==> src/rtl/axis_fifo_pkg.sv <==
// ============================================================================
// Module      : axis_fifo_pkg
// Description : Shared types and helpers for the single-clock AXI-Stream FIFO.
// Revision    : 1.0 - initial release
// ============================================================================
`default_nettype none

package axis_fifo_pkg;

  // Control state of the FIFO, tracking the fill level in coarse terms
  typedef enum logic [1:0] {
    EMPTY  = 2'd0,
    ACTIVE = 2'd1,
    FULL   = 2'd2
  } FifoState_t;

  // Pointer width: address bits plus one wrap bit
  function automatic int ptr_width(input int depth);
    return $clog2(depth) + 1;
  endfunction

endpackage : axis_fifo_pkg

`default_nettype wire

==> src/rtl/fifo_ram.sv <==
// ============================================================================
// Module      : fifo_ram
// Description : Single-clock storage array, one synchronous write port and
//               one asynchronous read port. No control logic.
// Revision    : 1.0 - initial release
// ============================================================================
`default_nettype none

module fifo_ram
  import axis_fifo_pkg::*;
#(
  parameter int BITWIDTH = 8,
  parameter int DEPTH    = 16
) (
  input  logic                            clk,
  input  logic                            we_i,
  input  logic [ptr_width(DEPTH)-2:0]     waddr_i,
  input  logic [BITWIDTH-1:0]             wdata_i,
  input  logic [ptr_width(DEPTH)-2:0]     raddr_i,
  output logic [BITWIDTH-1:0]             rdata_o
);

  logic [BITWIDTH-1:0] mem_q [DEPTH];

  // Store one beat per cycle when the write enable is asserted
  always_ff @(posedge clk) begin
    if (we_i) begin
      mem_q[waddr_i] <= wdata_i;
    end
  end

  assign rdata_o = mem_q[raddr_i];

endmodule : fifo_ram

`default_nettype wire

==> src/rtl/axis_sync_fifo.sv <==
// ============================================================================
// Module      : axis_sync_fifo
// Description : Single-clock AXI-Stream FIFO with first-word-fall-through
//               output, fill level and synchronous flush.
//               Optional macro AXIS_SYNC_FIFO_ALMOST_EN enables registered
//               almost_full / almost_empty flags; otherwise both tie to 0.
// Revision    : 1.0 - initial release
// ============================================================================
`default_nettype none

module axis_sync_fifo
  import axis_fifo_pkg::*;
#(
  parameter int BITWIDTH      = 8,
  parameter int DEPTH         = 16,
  parameter int ALMOST_THRESH = 2
) (
  input  logic                    clk,
  input  logic                    rst,
  input  logic                    flush_i,
  // write side (slave)
  input  logic [BITWIDTH-1:0]     wr_data_i,
  input  logic                    wr_valid_i,
  output logic                    wr_ready_o,
  output logic                    wr_ok_o,
  // read side (master)
  output logic [BITWIDTH-1:0]     rd_data_o,
  output logic                    rd_valid_o,
  input  logic                    rd_ready_i,
  output logic                    rd_ok_o,
  // status
  output logic [$clog2(DEPTH):0]  count_o,
  output logic                    almost_full_o,
  output logic                    almost_empty_o
);

  localparam int PW = ptr_width(DEPTH);
  localparam int AW = PW - 1;
  localparam logic [PW-1:0] PTR_ONE = PW'(1);

  logic [PW-1:0]       wr_ptr_q, wr_ptr_d;
  logic [PW-1:0]       rd_ptr_q, rd_ptr_d;
  logic [PW-1:0]       count_q,  count_d;
  FifoState_t          state_q,  state_d;

  logic                empty;
  logic                full;
  logic                wr_ok;
  logic                rd_ok;
  logic                ram_we;
  logic [BITWIDTH-1:0] ram_rdata;

  // Flags come purely from registered pointers, so wr_ready never depends
  // combinationally on rd_ready.
  assign empty = (wr_ptr_q == rd_ptr_q);
  assign full  = (wr_ptr_q[AW-1:0] == rd_ptr_q[AW-1:0]) &&
                 (wr_ptr_q[AW] != rd_ptr_q[AW]);

  assign wr_ready_o = ~full;
  assign rd_valid_o = ~empty;
  assign wr_ok      = wr_valid_i & wr_ready_o;
  assign rd_ok      = rd_valid_o & rd_ready_i;
  assign wr_ok_o    = wr_ok;
  assign rd_ok_o    = rd_ok;

  // A flushed or reset cycle must not disturb storage with a stale write
  assign ram_we    = wr_ok & ~flush_i & ~rst;
  assign rd_data_o = empty ? '0 : ram_rdata;
  assign count_o   = count_q;

  fifo_ram #(
    .BITWIDTH (BITWIDTH),
    .DEPTH    (DEPTH)
  ) u_ram (
    .clk     (clk),
    .we_i    (ram_we),
    .waddr_i (wr_ptr_q[AW-1:0]),
    .wdata_i (wr_data_i),
    .raddr_i (rd_ptr_q[AW-1:0]),
    .rdata_o (ram_rdata)
  );

  // Next pointers and fill level; flush discards any same-cycle handshake
  always_comb begin
    wr_ptr_d = wr_ptr_q;
    rd_ptr_d = rd_ptr_q;
    count_d  = count_q;
    if (flush_i) begin
      wr_ptr_d = '0;
      rd_ptr_d = '0;
      count_d  = '0;
    end else begin
      if (wr_ok) wr_ptr_d = wr_ptr_q + PTR_ONE;
      if (rd_ok) rd_ptr_d = rd_ptr_q + PTR_ONE;
      case ({wr_ok, rd_ok})
        2'b10:   count_d = count_q + PTR_ONE;
        2'b01:   count_d = count_q - PTR_ONE;
        default: count_d = count_q;
      endcase
    end
  end

  // Control FSM next state, following the fill level transitions
  always_comb begin
    state_d = state_q;
    if (flush_i) begin
      state_d = EMPTY;
    end else begin
      case (state_q)
        EMPTY:  if (wr_ok) state_d = ACTIVE;
        ACTIVE: begin
          if (wr_ok && !rd_ok && (count_q == PW'(DEPTH - 1))) begin
            state_d = FULL;
          end else if (rd_ok && !wr_ok && (count_q == PTR_ONE)) begin
            state_d = EMPTY;
          end
        end
        FULL:   if (rd_ok) state_d = ACTIVE;
        default: state_d = EMPTY;
      endcase
    end
  end

  // Pointer, count and state registers with synchronous reset
  always_ff @(posedge clk) begin
    if (rst) begin
      wr_ptr_q <= '0;
      rd_ptr_q <= '0;
      count_q  <= '0;
      state_q  <= EMPTY;
    end else begin
      wr_ptr_q <= wr_ptr_d;
      rd_ptr_q <= rd_ptr_d;
      count_q  <= count_d;
      state_q  <= state_d;
    end
  end

`ifdef AXIS_SYNC_FIFO_ALMOST_EN
  logic almost_full_q;
  logic almost_empty_q;

  // Threshold flags registered from next count so they line up with count_o
  always_ff @(posedge clk) begin
    if (rst) begin
      almost_full_q  <= 1'b0;
      almost_empty_q <= 1'b1;
    end else begin
      almost_full_q  <= (count_d >= PW'(DEPTH - ALMOST_THRESH));
      almost_empty_q <= (count_d <= PW'(ALMOST_THRESH));
    end
  end

  assign almost_full_o  = almost_full_q;
  assign almost_empty_o = almost_empty_q;
`else
  assign almost_full_o  = 1'b0;
  assign almost_empty_o = 1'b0;
`endif

endmodule : axis_sync_fifo

`default_nettype wire
==> config.mk <==
export PLATFORM = sky130hd
export DESIGN_NAME = axis_sync_fifo
export DESIGN_NICKNAME = d
export VERILOG_FILES = /design/src/rtl/axis_fifo_pkg.sv /design/src/rtl/fifo_ram.sv /design/src/rtl/axis_sync_fifo.sv
export SDC_FILE = /design/constraint.sdc
export NUM_CORES = 1
export LEC_CHECK = 0
export CAP_MARGIN = 20
export CORE_MARGIN = 4
export CORE_UTILIZATION = 25
export DETAILED_ROUTE_END_ITERATION = 8
export GPL_TIMING_DRIVEN = 0
export MAX_ROUTING_LAYER = met4
export PLACE_DENSITY_LB_ADDON = 0.05
export SLEW_MARGIN = 10
export SYNTH_ARGS = -nofsm -noshare
export SYNTH_HDL_FRONTEND = slang
export SYNTH_SLANG_ARGS = --single-unit
==> constraint.sdc <==
create_clock -name clk -period 3.1 [get_ports clk]
set_clock_uncertainty 0.15 [all_clocks]
set_input_delay 0.31 -clock clk [delete_from_list [all_inputs] [get_ports clk]]
set_output_delay 0.31 -clock clk [all_outputs]
set_load 0.01 [all_outputs]
=== Word level (Yosys, flattened, before mapping) ===
Memory sizes are Yosys's and may differ from the RTL's. A register that Yosys moved wholly into a read port is not among the register bits.
Cells that the tools add are included.

* Bits in registers: 15
* Input bits: 13
* Word-level logic and storage cells: 30
* RAM bits: 128
* Output and inout port bits: 19
* Memories: 1

{| class="wikitable"
|+ Memory list
! name !! words !! bits a word !! read ports !! clocked after Yosys merged registers in !! write ports !! line !! source
|-
| u_ram.mem_q || 16 || 8 || 1 || 1 || 1 || fifo_ram.sv:23 || <nowiki>logic [BITWIDTH-1:0] mem_q [DEPTH];</nowiki>
|}

* Mux-type cells: 6
* Equal/unequal tests: 5
* Bitwise operators: 8
* Reduce and logical (&&, ||, !) cells: 3
* Add/sub/neg operators: 4

{| class="wikitable"
|+ Operators with widths
! kind !! number
|-
| adder 5 x 1 -> 5 bit (second input constant) || 3
|-
| case mux 5 bit (2 select lines) || 1
|-
| 2-to-1 mux 4 bit || 2
|-
| 2-to-1 mux 8 bit || 1
|-
| equality test 5 bit || 1
|-
| subtractor 5 x 1 -> 5 bit (second input constant) || 1
|-
| bitwise AND 1 bit || 4
|-
| equality test 4 bit || 1
|-
| NOT 1 bit || 4
|-
| equality test 2 x 1 -> 1 bit (second input constant) || 1
|-
| equality test 2 bit (second input constant) || 1
|-
| 2-to-1 mux 1 bit || 2
|-
| nonzero test 2 bit || 1
|-
| OR reduction 2 bit || 1
|-
| logical AND 1 bit || 1
|-
| != test 1 bit || 1
|}

=== Logic depth before layout (Yosys ltp) ===
Gate-level depths: netlist (run 1).

* Depth in word-level cells: 8
* Depth in mapped cells: 10
* Mapped depth without buffers: 9

=== Cells and area by module ===
From an unflattened synthesis (run 1), not the netlist that was laid out.

* Cells, all modules: 339
* Area, all modules: 6025.8 µm²

{| class="wikitable"
|+ By module, submodules not included
! module !! times used !! area each (µm²) !! seq. area each (µm²) !! cells an instance
|-
| fifo_ram || 1 || 4987.3 || 3843.7 || 221
|-
| axis_sync_fifo || 1 || 1038.5 || 300.3 || 118
|}

=== Worst setup path before layout (run 1) ===
No wires, ideal clock.

* Path type: reg-to-reg
* From: reg wr_ptr_q[0]
* To: reg count_q[4] (netlist: count_o[4])
* Stages on the path, launching flop included: 11
* Arrival time: 2.432 ns
* Required time: 2.878 ns
* Period minus slack after synthesis: 2.654 ns
* Slack: 0.446 ns
* Library setup time: 0.072 ns
* Buffers on the path: 1
* Cell sequence: dfxtp_1 > xnor2_1 > nand4_1 > o21ai_2 > buf_2 > ha_1 > ha_1 > a21o_1 > a21oi_1 > mux2i_1 > mux2i_1

* Word-level cells in the longest chain between the ends: 6
* Elaborated cells between the ends (all ways): 11
* Those cells by class: 4 x eq/ne; 1 x mux; 4 x bitwise; 2 x reduce/logical

{| class="wikitable"
|+ Ends and longest elaborated chain
! element !! line !! source
|-
| start, declared || axis_sync_fifo.sv:41 || <nowiki>logic [PW-1:0] wr_ptr_q, wr_ptr_d;</nowiki>
|-
| start signal, assigned || axis_sync_fifo.sv:132 || <nowiki>wr_ptr_q <= wr_ptr_d;</nowiki>
|-
| equality test 4 bit || axis_sync_fifo.sv:56 || <nowiki>assign full = (wr_ptr_q[AW-1:0] == rd_ptr_q[AW-1:0]) &&</nowiki>
|-
| logical AND 1 bit || axis_sync_fifo.sv:56 ||
|-
| NOT 1 bit || axis_sync_fifo.sv:59 || <nowiki>assign wr_ready_o = ~full;</nowiki>
|-
| bitwise AND 1 bit || axis_sync_fifo.sv:61 || <nowiki>assign wr_ok = wr_valid_i & wr_ready_o;</nowiki>
|-
| equality test 2 x 1 -> 1 bit / equality test 2 bit (equally long branches) || axis_sync_fifo.sv:95 || <nowiki>case ({wr_ok, rd_ok})</nowiki>
|-
| case mux 5 bit (2 select lines) / nonzero test 2 bit (equally long branches) || -- ||
|-
| end signal, assigned || axis_sync_fifo.sv:134 || <nowiki>count_q <= count_d;</nowiki>
|-
| end, declared || axis_sync_fifo.sv:43 || <nowiki>logic [PW-1:0] count_q, count_d;</nowiki>
|}

Several ways; a longest one is shown, not always the timed one.
A chain may end at the register's enable or synchronous reset.

==> impl_metrics.tcl, run 1 <==
set metrics [dict create \
    synth_common_cells "edfxtp_1 (128), mux2i_1 (32), mux4_2 (23)" \
    muxShareOfSynthArea 0.139 \
    drt-initial-drc-count 144 \
    grt_pass1_vias 3709 \
    cp_max_fo 10 \
    crit_end "rd_data_o[6]" \
    worst-path-stages 6 \
    die_x_microns 166 \
    fin_crit_sh 0.953 \
    yosysWarnings 0 \
    syn-mean-instance-area_sq_um 16.4 \
    core_area_sq_um 24400 \
    dieArea_sq_um 27500 \
    r2r-start "rd_ptr_q[0]$_SDFFE_PP0N_" \
    clock_power_share 0.463 \
    r2r_cells 10 \
    numClockSinks 147 \
    seqCellArea_sq_um 4230 \
    netSwitchingFraction 0.211 \
    synthArstFlopShare 0 \
    viasPerCell 4.43 \
    port_buffers 29 \
    detail-route-antenna-nets 0 \
    die_y_microns 166 \
    worst_setup_path_start_kind "flip-flop" \
    cts_buffers 17 \
    worst_hold_slack_ns 0.343 \
    synthXorXnorAreaFrac 0.0139 \
    cap_violations 0 \
    required_ns 2.64 \
    drive_gt1_frac 0.260 \
    hold_viol 0 \
    fillCellCount 2443 \
    ys_ff_latch 147 \
    gr-usage-all-layers 0.119 \
    path_class "reg -> out" \
    dr.pass1.iters 4 \
    synth_area_leader_cell "edfxtp_1" \
    start_util 0.255 \
    antenna_found_initial 0 \
    yosys.area_share.adder 0.0213 \
    worst-r2r-setup-slack_ns 0.20 \
    synth_area_sq_um 6220 \
    boundaryPins 32 \
    setup_viol 0 \
    cp_cell_sequence "buf_4 > buf_8 > mux4_2 > o2111ai_2 > a21oi_1 > clkdlybuf4s50_1" \
    clk_latency_ns 0.42 \
    p_int_uw 3430 \
    synth.top_cell.area_share 0.618 \
    pwr-share-seq 0.497 \
    routed_wl_microns 15400 \
    grt_pass1_wl_microns 23400 \
    synth_enable_flop_cells 128 \
    stdcell_area_sq_um 7760 \
    synth.most_common_cell "edfxtp_1" \
    finalCriticalPeriod_ns 2.95 \
    cellLeakagePower_uw 0.00245 \
    r2r-end "count_o[4]$_SDFFE_PP0P_" \
    setup_tns_ns 0 \
    fmax_mhz 339 \
    drt-wirelength-per-cell_microns 19.8 \
    synth_compound_area_frac 0.0452 \
    dp_hpwl_microns 11000 \
    finalPower_uw 4350 \
    worst_pin_slew_ns 0.667 \
    rsz0062_at_grt "false" \
    antenna_cells 0 \
    multi_input_area_sq_um 1940 \
    grt_max_degree 17 \
    grt_overflow_total 0 \
    cp-end-kind "output port" \
    via_count 3444 \
    switchingPower_uw 919 \
    slew_violations 0 \
    slowest_delay_ns 0.53 \
    syn_inst 379 \
    status "completed" \
    drc 0 \
    max-vdd-ir-drop_mv 0.257 \
    yosys.area_share.simple 0.0744 \
    place_ws_ns -0.211 \
    gp_congestion 0.805 \
    htree_levels 4 \
    std_cell_rows 57 \
    ys_seq_area_frac 0.679 \
    setup_slack_ns 0.146 \
    cts-root-buf "clkbuf_16" \
    slew_headroom 0.553 \
    cp_num_buf_inv 3 \
    clk_pin_slew_ns 0.06 \
    synth_top_family_by_area "multiplexers" \
    postPlaceCellArea_sq_um 7100 \
    min_path_type "reg -> reg" \
    synth_cell_type_count 44 \
    syn_to_final_growth_pct 24.7 \
    cp.arrival_ns 2.49 \
    synth_area_leaders "edfxtp_1 (62%), mux4_2 (8.3%), dfxtp_1 (6.1%), mux2i_1 (5.1%), ha_1 (1.8%)" \
    synthFlopType "edfxtp_1" \
    num-nets-final 464 \
    power_frac_comb 0.040 \
    postCtsHoldBufs 0 \
    crit_family "buffers and inverters" \
    powerDensity_nw_per_um2 561 \
    cts_tree "yes" \
    crit_path_top_delay_cell "mux4_2" \
    clock_path_buffers 2 \
]
[power groups by stage]
stage,sequential [uW],combinational (uW),clock [uW]
detailed placement,2200,175,0
CTS,2160,179,2070
global placement,2200,170,0
floorplan,2200,81.0,0
finish,2160,175,2010
global route,2160,194,2160
[through the flow]
step,util,std cells
5_1_grt,0.318,778
4_1_cts,0.317,778
3_5_place_dp,0.291,745
2_1_floorplan,-,380
6_report,0.318,778
3_3_place_gp,0.284,733
[layout make-up]
type | count | share of cell area
buffer | 22 | 0.0214
clock buffer | 19 | 0.0571
clock inverter | 13 | 0.0174
inverter | 8 | 0.00387
multi-input combinational | 203 | 0.250
sequential | 147 | 0.545
tap | 324 | 0.0522
timing repair buffer | 42 | 0.0531
[kinds of logic (layout without fill, tap and decap cells)]
kind of cell | Yosys count | in the layout
XOR/XNOR | 9 | 9
adder cells (fa/ha/maj) | 10 | 10
buffers and inverters | 30 | 104
multiplexers | 56 | 56
AO/OA/AOI/OAI | 40 | 40
flip-flops | 147 | 147
other | 1 | 2
AND/OR/NAND/NOR | 86 | 86
[state kept, by name, indices dropped and copies added, names as in the netlist, named ones only]
signal	cells
count_o	5
u_ram.mem_q	128
wr_ptr_q	5
rd_ptr_q	5
[worst min path at each step]
stage,cells after the start,slack (ns),end,startpoint
after global placement,2,0.31,count_o[4]$_SDFFE_PP0P_,count_o[4]$_SDFFE_PP0P_
after CTS,2,0.34,count_o[4]$_SDFFE_PP0P_,count_o[4]$_SDFFE_PP0P_
after floorplan,0,0.26,u_ram.mem_q[0][0]$_DFFE_PP_,wr_data_i[0]
after detailed placement,2,0.33,count_o[4]$_SDFFE_PP0P_,count_o[4]$_SDFFE_PP0P_
final,2,0.34,count_o[4]$_SDFFE_PP0P_,count_o[4]$_SDFFE_PP0P_
after global routing,2,0.36,count_o[4]$_SDFFE_PP0P_,count_o[4]$_SDFFE_PP0P_
[cells in the final DEF, fill, tap and decap left out, drive strengths merged, types with 2 or more instances in the layout]
cell type,count
a21o,2
buf,24
nor4,5
clkdlybuf4s50,27
or2,9
mux2i,32
a2111o,2
dlymetal6s2s,2
ha,9
clkinv,5
nand2b,5
nor3,8
a22oi,5
nor2,8
inv,9
and4,6
edfxtp,128
bufinv,2
xnor2,6
conb,2
clkinvlp,5
o211ai,3
dfxtp,19
o21ai,5
mux4,24
or3,2
nand2,19
nand4,6
a21oi,15
xor2,3
o2111ai,3
nand3,12
nor2b,4
clkbuf,30
[worst register-to-register path, cell delays in order, from the launching register on]
cell,delay [ns]
dfxtp_1,0.44
xnor2_1,0.17
nand4_1,0.25
o21ai_4,0.23
buf_4,0.23
ha_2,0.28
ha_1,0.29
a21o_1,0.19
a21oi_1,0.18
mux2i_1,0.24
mux2i_1,0.20
[metal layers]
metal | vias up | wire length [microns] | GRT usage
met5 | - | 0 | -
met4 | 0 | 211 | 0.0387
met3 | 17 | 473 | 0.0262
met2 | 59 | 7420 | 0.189
met1 | 1752 | 7310 | 0.153
li1 | 1616 | - | -
[timing repair]
item / 4_1_cts / 5_1_grt
gates cloned: 0 / 0
gates resized for setup: 10 / 15
pin swaps: 1 / 1
setup buffers: 1 / 0
endpoints found under the setup margin: 10 / 7
Power figures use the tool's default switching activity.
==> run 2: changes to the inputs <==
--- a/config.mk
+++ b/config.mk
@@ -9,9 +9,11 @@
 export CORE_MARGIN = 4
 export CORE_UTILIZATION = 25
 export DETAILED_ROUTE_END_ITERATION = 8
+export DONT_BUFFER_PORTS = 1
 export GPL_TIMING_DRIVEN = 0
 export MAX_ROUTING_LAYER = met4
 export PLACE_DENSITY_LB_ADDON = 0.05
+export SKIP_CTS_REPAIR_TIMING = 1
 export SLEW_MARGIN = 10
 export SYNTH_ARGS = -nofsm -noshare
 export SYNTH_HDL_FRONTEND = slang
==> run 2 against run 1 <==
Non-clock buffer count decreased by 17. Largest power group unchanged. The flow now finishes with violations (hold timing). Sequential share of layout area up 1.8 points. Die area unchanged. Wire length shrank 0.14%.
==> impl_metrics.tcl, run 2 (synthesized netlist as in run 1, its figures left out) <==
set metrics [dict create \
    dieArea_sq_um 27500 \
    fin_crit_sh 0.916 \
    path_class "reg -> reg" \
    cts-root-buf "clkbuf_16" \
    cts_tree "yes" \
    cp_max_fo 10 \
    drive_gt1_frac 0.249 \
    cp-end-kind "flip-flop" \
    dp_hpwl_microns 10700 \
    antenna_found_initial 0 \
    cp-startpoint "rd_ptr_q[3]$_SDFFE_PP0N_" \
    drt-wirelength-per-cell_microns 20.2 \
    slew_violations 0 \
    worst_hold_slack_ns -0.00110 \
    routed_wl_microns 15400 \
    drc 0 \
    std_cell_rows 57 \
    layout.cells.most_common "edfxtp_1" \
    setup_tns_ns 0 \
    syn_to_final_growth_pct 20.7 \
    min_path_type "in -> reg" \
    drt-initial-drc-count 210 \
    max_flop_register "u_ram.mem_q" \
    rsz0062_at_grt "false" \
    required_ns 3.30 \
    max-vdd-ir-drop_mv 0.288 \
    finalPower_uw 4280 \
    gp_congestion 0.763 \
    detail-route-antenna-nets 0 \
    die_x_microns 166 \
    hold_viol 1 \
    finalCriticalPeriod_ns 2.84 \
    via_count 3419 \
    grt_overflow_total 0 \
    finish.utilization 0.308 \
    antenna_cells 0 \
    r2r-start "rd_ptr_q[3]$_SDFFE_PP0N_" \
    powerDensity_nw_per_um2 570 \
    status "finished with violations" \
    worst_pin_slew_ns 0.829 \
    dr.pass1.iters 4 \
    gr-usage-all-layers 0.119 \
    postPlaceCellArea_sq_um 6780 \
    setup_viol 0 \
    cap_violations 0 \
    numClockSinks 147 \
    boundaryPins 32 \
    grt_max_degree 17 \
    mostFrequentLayoutCells "edfxtp_1 (128), mux2i_1 (32), mux4_2 (23)" \
    worst_setup_path_start_kind "flip-flop" \
    cp.arrival_ns 3.03 \
    largest_reg_flops 128 \
    core_area_sq_um 24400 \
    clock_path_buffers 2 \
    htree_levels 4 \
    stdcell_area_sq_um 7510 \
    num-nets-final 447 \
    grt_pass1_vias 3639 \
    cts_buffers 17 \
    start_util 0.255 \
    port_buffers 0 \
    die_y_microns 166 \
    min_from "wr_valid_i" \
    grt_pass1_wl_microns 23200 \
    viasPerCell 4.49 \
    cellLeakagePower_uw 0.00234 \
    slew_headroom 0.445 \
    clk_latency_ns 0.42 \
    violations "hold timing" \
    clk_pin_slew_ns 0.06 \
    fillCellCount 2442 \
    fmax_mhz 352 \
]
-- run 2: worst max-delay path, stage by stage, from the launching register on --
cell	delay (ns)
dfxtp_1	0.42
xnor2_1	0.18
nand4_1	0.25
o21ai_4	0.25
buf_4	0.24
ha_4	0.20
ha_1	0.27
a21o_1	0.19
a21oi_1	0.18
mux2i_1	0.24
mux2i_1	0.20
-- run 2: layer usage --
layer | GRT usage | wire length (microns) | share of wire
met1 | 0.138 | 6690 | 0.43
met2 | 0.198 | 7850 | 0.51
met3 | 0.0378 | 703 | 0.046
met4 | 0.0334 | 168 | 0.011
met5 | - | 0 | 0
-- run 2: report_power, final --
| part | internal [uW] | total, uW | switching [uW] |
|---|---|---|---|
| Sequential | 2160 | 2160 | 6.87 |
| Combinational | 54.6 | 152 | 97.8 |
| Clock | 1170 | 1960 | 790 |
| Total | 3380 | 4280 | 895 |
-- run 2: worst paths after layout --
check                              to  slack (ns)  depth (start not counted)
max           count_o[4]$_SDFFE_PP0P_        0.26                         10
min          wr_ptr_q[2]$_SDFFE_PP0P_      -0.001                          2
max reg2reg   count_o[4]$_SDFFE_PP0P_        0.26                         10
min reg2reg  wr_ptr_q[0]$_SDFFE_PP0P_        0.36                          2
-- run 2: area by class of cell --
class                           count  area [sq um]  share of cell area
Sequential cell                   147          4230               0.563
Clock inverter                     15           143              0.0190
Multi-Input combinational cell    203          1920               0.256
Timing Repair Buffer               25           220              0.0293
Buffer                             22           140              0.0187
Tap cell                          324           405              0.0540
Inverter                            8          30.0             0.00400
Clock buffer                       17           425              0.0566
-- run 2: stage by stage --
stage          setup WS, ns  cells
6_report              0.261    761
5_1_grt              0.0353    761
4_1_cts              -0.167    746
3_5_place_dp         -0.141    714
3_3_place_gp         -0.885    704
2_1_floorplan         0.446    380
==> RTL change (settings of run 1) <==
`BITWIDTH` is set to 8 in 2 places; all go to 9.
--- a/src/rtl/fifo_ram.sv
+++ b/src/rtl/fifo_ram.sv
@@ -9,7 +9,7 @@
 module fifo_ram
   import axis_fifo_pkg::*;
 #(
-  parameter int BITWIDTH = 8,
+  parameter int BITWIDTH = 9,
   parameter int DEPTH    = 16
 ) (
   input  logic                            clk,
--- a/src/rtl/axis_sync_fifo.sv
+++ b/src/rtl/axis_sync_fifo.sv
@@ -11,7 +11,7 @@
 module axis_sync_fifo
   import axis_fifo_pkg::*;
 #(
-  parameter int BITWIDTH      = 8,
+  parameter int BITWIDTH      = 9,
   parameter int DEPTH         = 16,
   parameter int ALMOST_THRESH = 2
 ) (
Ports: changed (resized rd_data_o and wr_data_i); port bits go from 32 to 34. The function was not compared with the original's and may differ.
==> RTL change against run 1 <==
Fmax increased by 0.27%; design area grew 7.4%; sequential cell count increased by 16; register-to-register slack gained 40 ps; worst hold slack lost 12 ps; first-iteration DRC count grew 54%; power grew 11%; wire length up 8.3%; worst setup slack gained 8.1 ps; synthesized area grew 7.1%; critical path type unchanged; largest power group unchanged.
==> RTL change: results (changes against run 1) <==
Pwr
  – Pint: 3.77 mW (was 3.43 mW)
  – Pwr Density: 578 nW/um^2 (was 561 nW/um^2)
  – Pleak: 2.60 nW (was 2.45 nW)
  – Peak supply drop: 0.233 mV (was 0.257 mV)
  – Reg power frac: 0.498 (was 0.497)
  – Combinational share of power: 0.039

Yosys
  – Number of flops mapped to enable cells by yosys: 144 (was 128)
  – Commonest cells post-synth: edfxtp_1, mux4_2, dfxtp_1 (was edfxtp_1, mux2i_1, mux4_2)
  – Top cells by area, synth: edfxtp_1, mux4_2, dfxtp_1 (unchanged)
  – Distinct cells, synth: 47 (was 44)
  – Register area share after synthesis: 0.706 (was 0.679)
  – Synth Area per Inst: 17.9 um^2 (was 16.4 um^2)

Global route
  – First-pass GRT wire length: 25000 um (was 23400 um)
  – Initial antenna violation count: 0 (unchanged)
  – Largest net degree at the start of global routing: 17 (unchanged)
  – Number of global-route vias before repair: 3786 (was 3709)
  – Gr usage total: 0.123 (was 0.119)
  – GR Util met2: 0.198 (was 0.189)
  – M3 GR Usage: 0.0310 (was 0.0262)
  – Met1 usage: 0.157 (was 0.153)

Setup path
  – Worst r2r src: rd_ptr_q[2] (was rd_ptr_q[0])
  – Crit path to: rd_data_o[8] (was rd_data_o[6])
  – CP max FO: 10 (unchanged)
  – R2R Setup Slk: 240 ps (was 200 ps)
  – Slowest cell on the critical path: clkdlybuf4s50_1 (was mux4_2)

Hold path
  – Hold Path Stages: 2 (unchanged)

Placement
  – Pre-CTS WS: -361 ps (was -211 ps)
  – Cell count after placement: 753 (was 745)
  – Number of port buffers: 31 (was 29)
  – Placer Congestion: 0.732 (was 0.805)
  – Dpl hpwl: 11400 um (was 11000 um)
  – DP Area: 7600 um^2 (was 7100 um^2)

Layout
  – Fin util: 0.319 (was 0.318)
  – Final nets: 461 (was 464)
  – Proportion of final cell area spent on non-clock buffers: 0.0739 (was 0.0745)
  – Multi-input combinational gate total: 180 (was 203)
  – Seq/total area: 0.565 (was 0.545)
  – Max reg flops: 144 (was 128)
  – Signal buffers: 67 (was 64)
  – Area of the multi-input gates: 1930 um^2 (was 1940 um^2)
  – Share of layout cells above drive strength 1: 0.289 (was 0.260)
  – Clk tree area frac: 0.0749 (was 0.0745)
  – Clkbuf count: 18 (was 19)
  – # fillers: 2579 (was 2443)

Floorplanning
  – Die Width: 171 um (was 166 um)

Drt
  – Drt wl/cell: 21.3 um (was 19.8 um)
  – DR pass1 iterations: 4 (unchanged)
  – Vias after detailed routing: 3591 (was 3444)
  – DRT antenna net count: 0 (unchanged)
  – Detailed Route WL: 16700 um (was 15400 um)
  – DR iter-0 viols: 222 (was 144)

Clock tree
  – # Post-CTS Setup Buffers: 0 (was 1)
  – Sink Count: 163 (was 147)
  – CTS Buf Count: 17 (unchanged)
  – Post-CTS resize count: 12 (was 10)

Timing
  – Min Hold Slack: 331 ps (was 343 ps)
  – Final WS setup: 155 ps (was 146 ps)
  – Slew margin rel.: 0.533 (was 0.553)

Status
  – Status: completed (unchanged)
[RTL change: cell types whose count changed after synthesis, moves of 8 or more]
cell / delta
mux4_2: +13
nor3_1: +8
a21oi_1: -8
edfxtp_1: +16
nand3_1: -8
or2_2: -8
mux2i_1: -23
o22ai_1: +16
[RTL change: kinds of logic (layout without fill, tap and decap cells)]
family                   after synthesis  count (layout)  share of synthesized area
AO/OA/AOI/OAI                         42              42                     0.0439
XOR/XNOR                               9               9                     0.0130
adder cells (fa/ha/maj)               10              10                     0.0199
buffers and inverters                 30             107                     0.0233
flip-flops                           163             163                      0.706
multiplexers                          45              45                      0.135
other                                  1               2                   0.000563
AND/OR/NAND/NOR                       72              72                     0.0586
[RTL change: routing by layer]
layer,vias up,part of all wire
met3,9,0.042
met4,0,0.0069
li1,1640,-
met2,66,0.50
met5,-,0
met1,1876,0.45
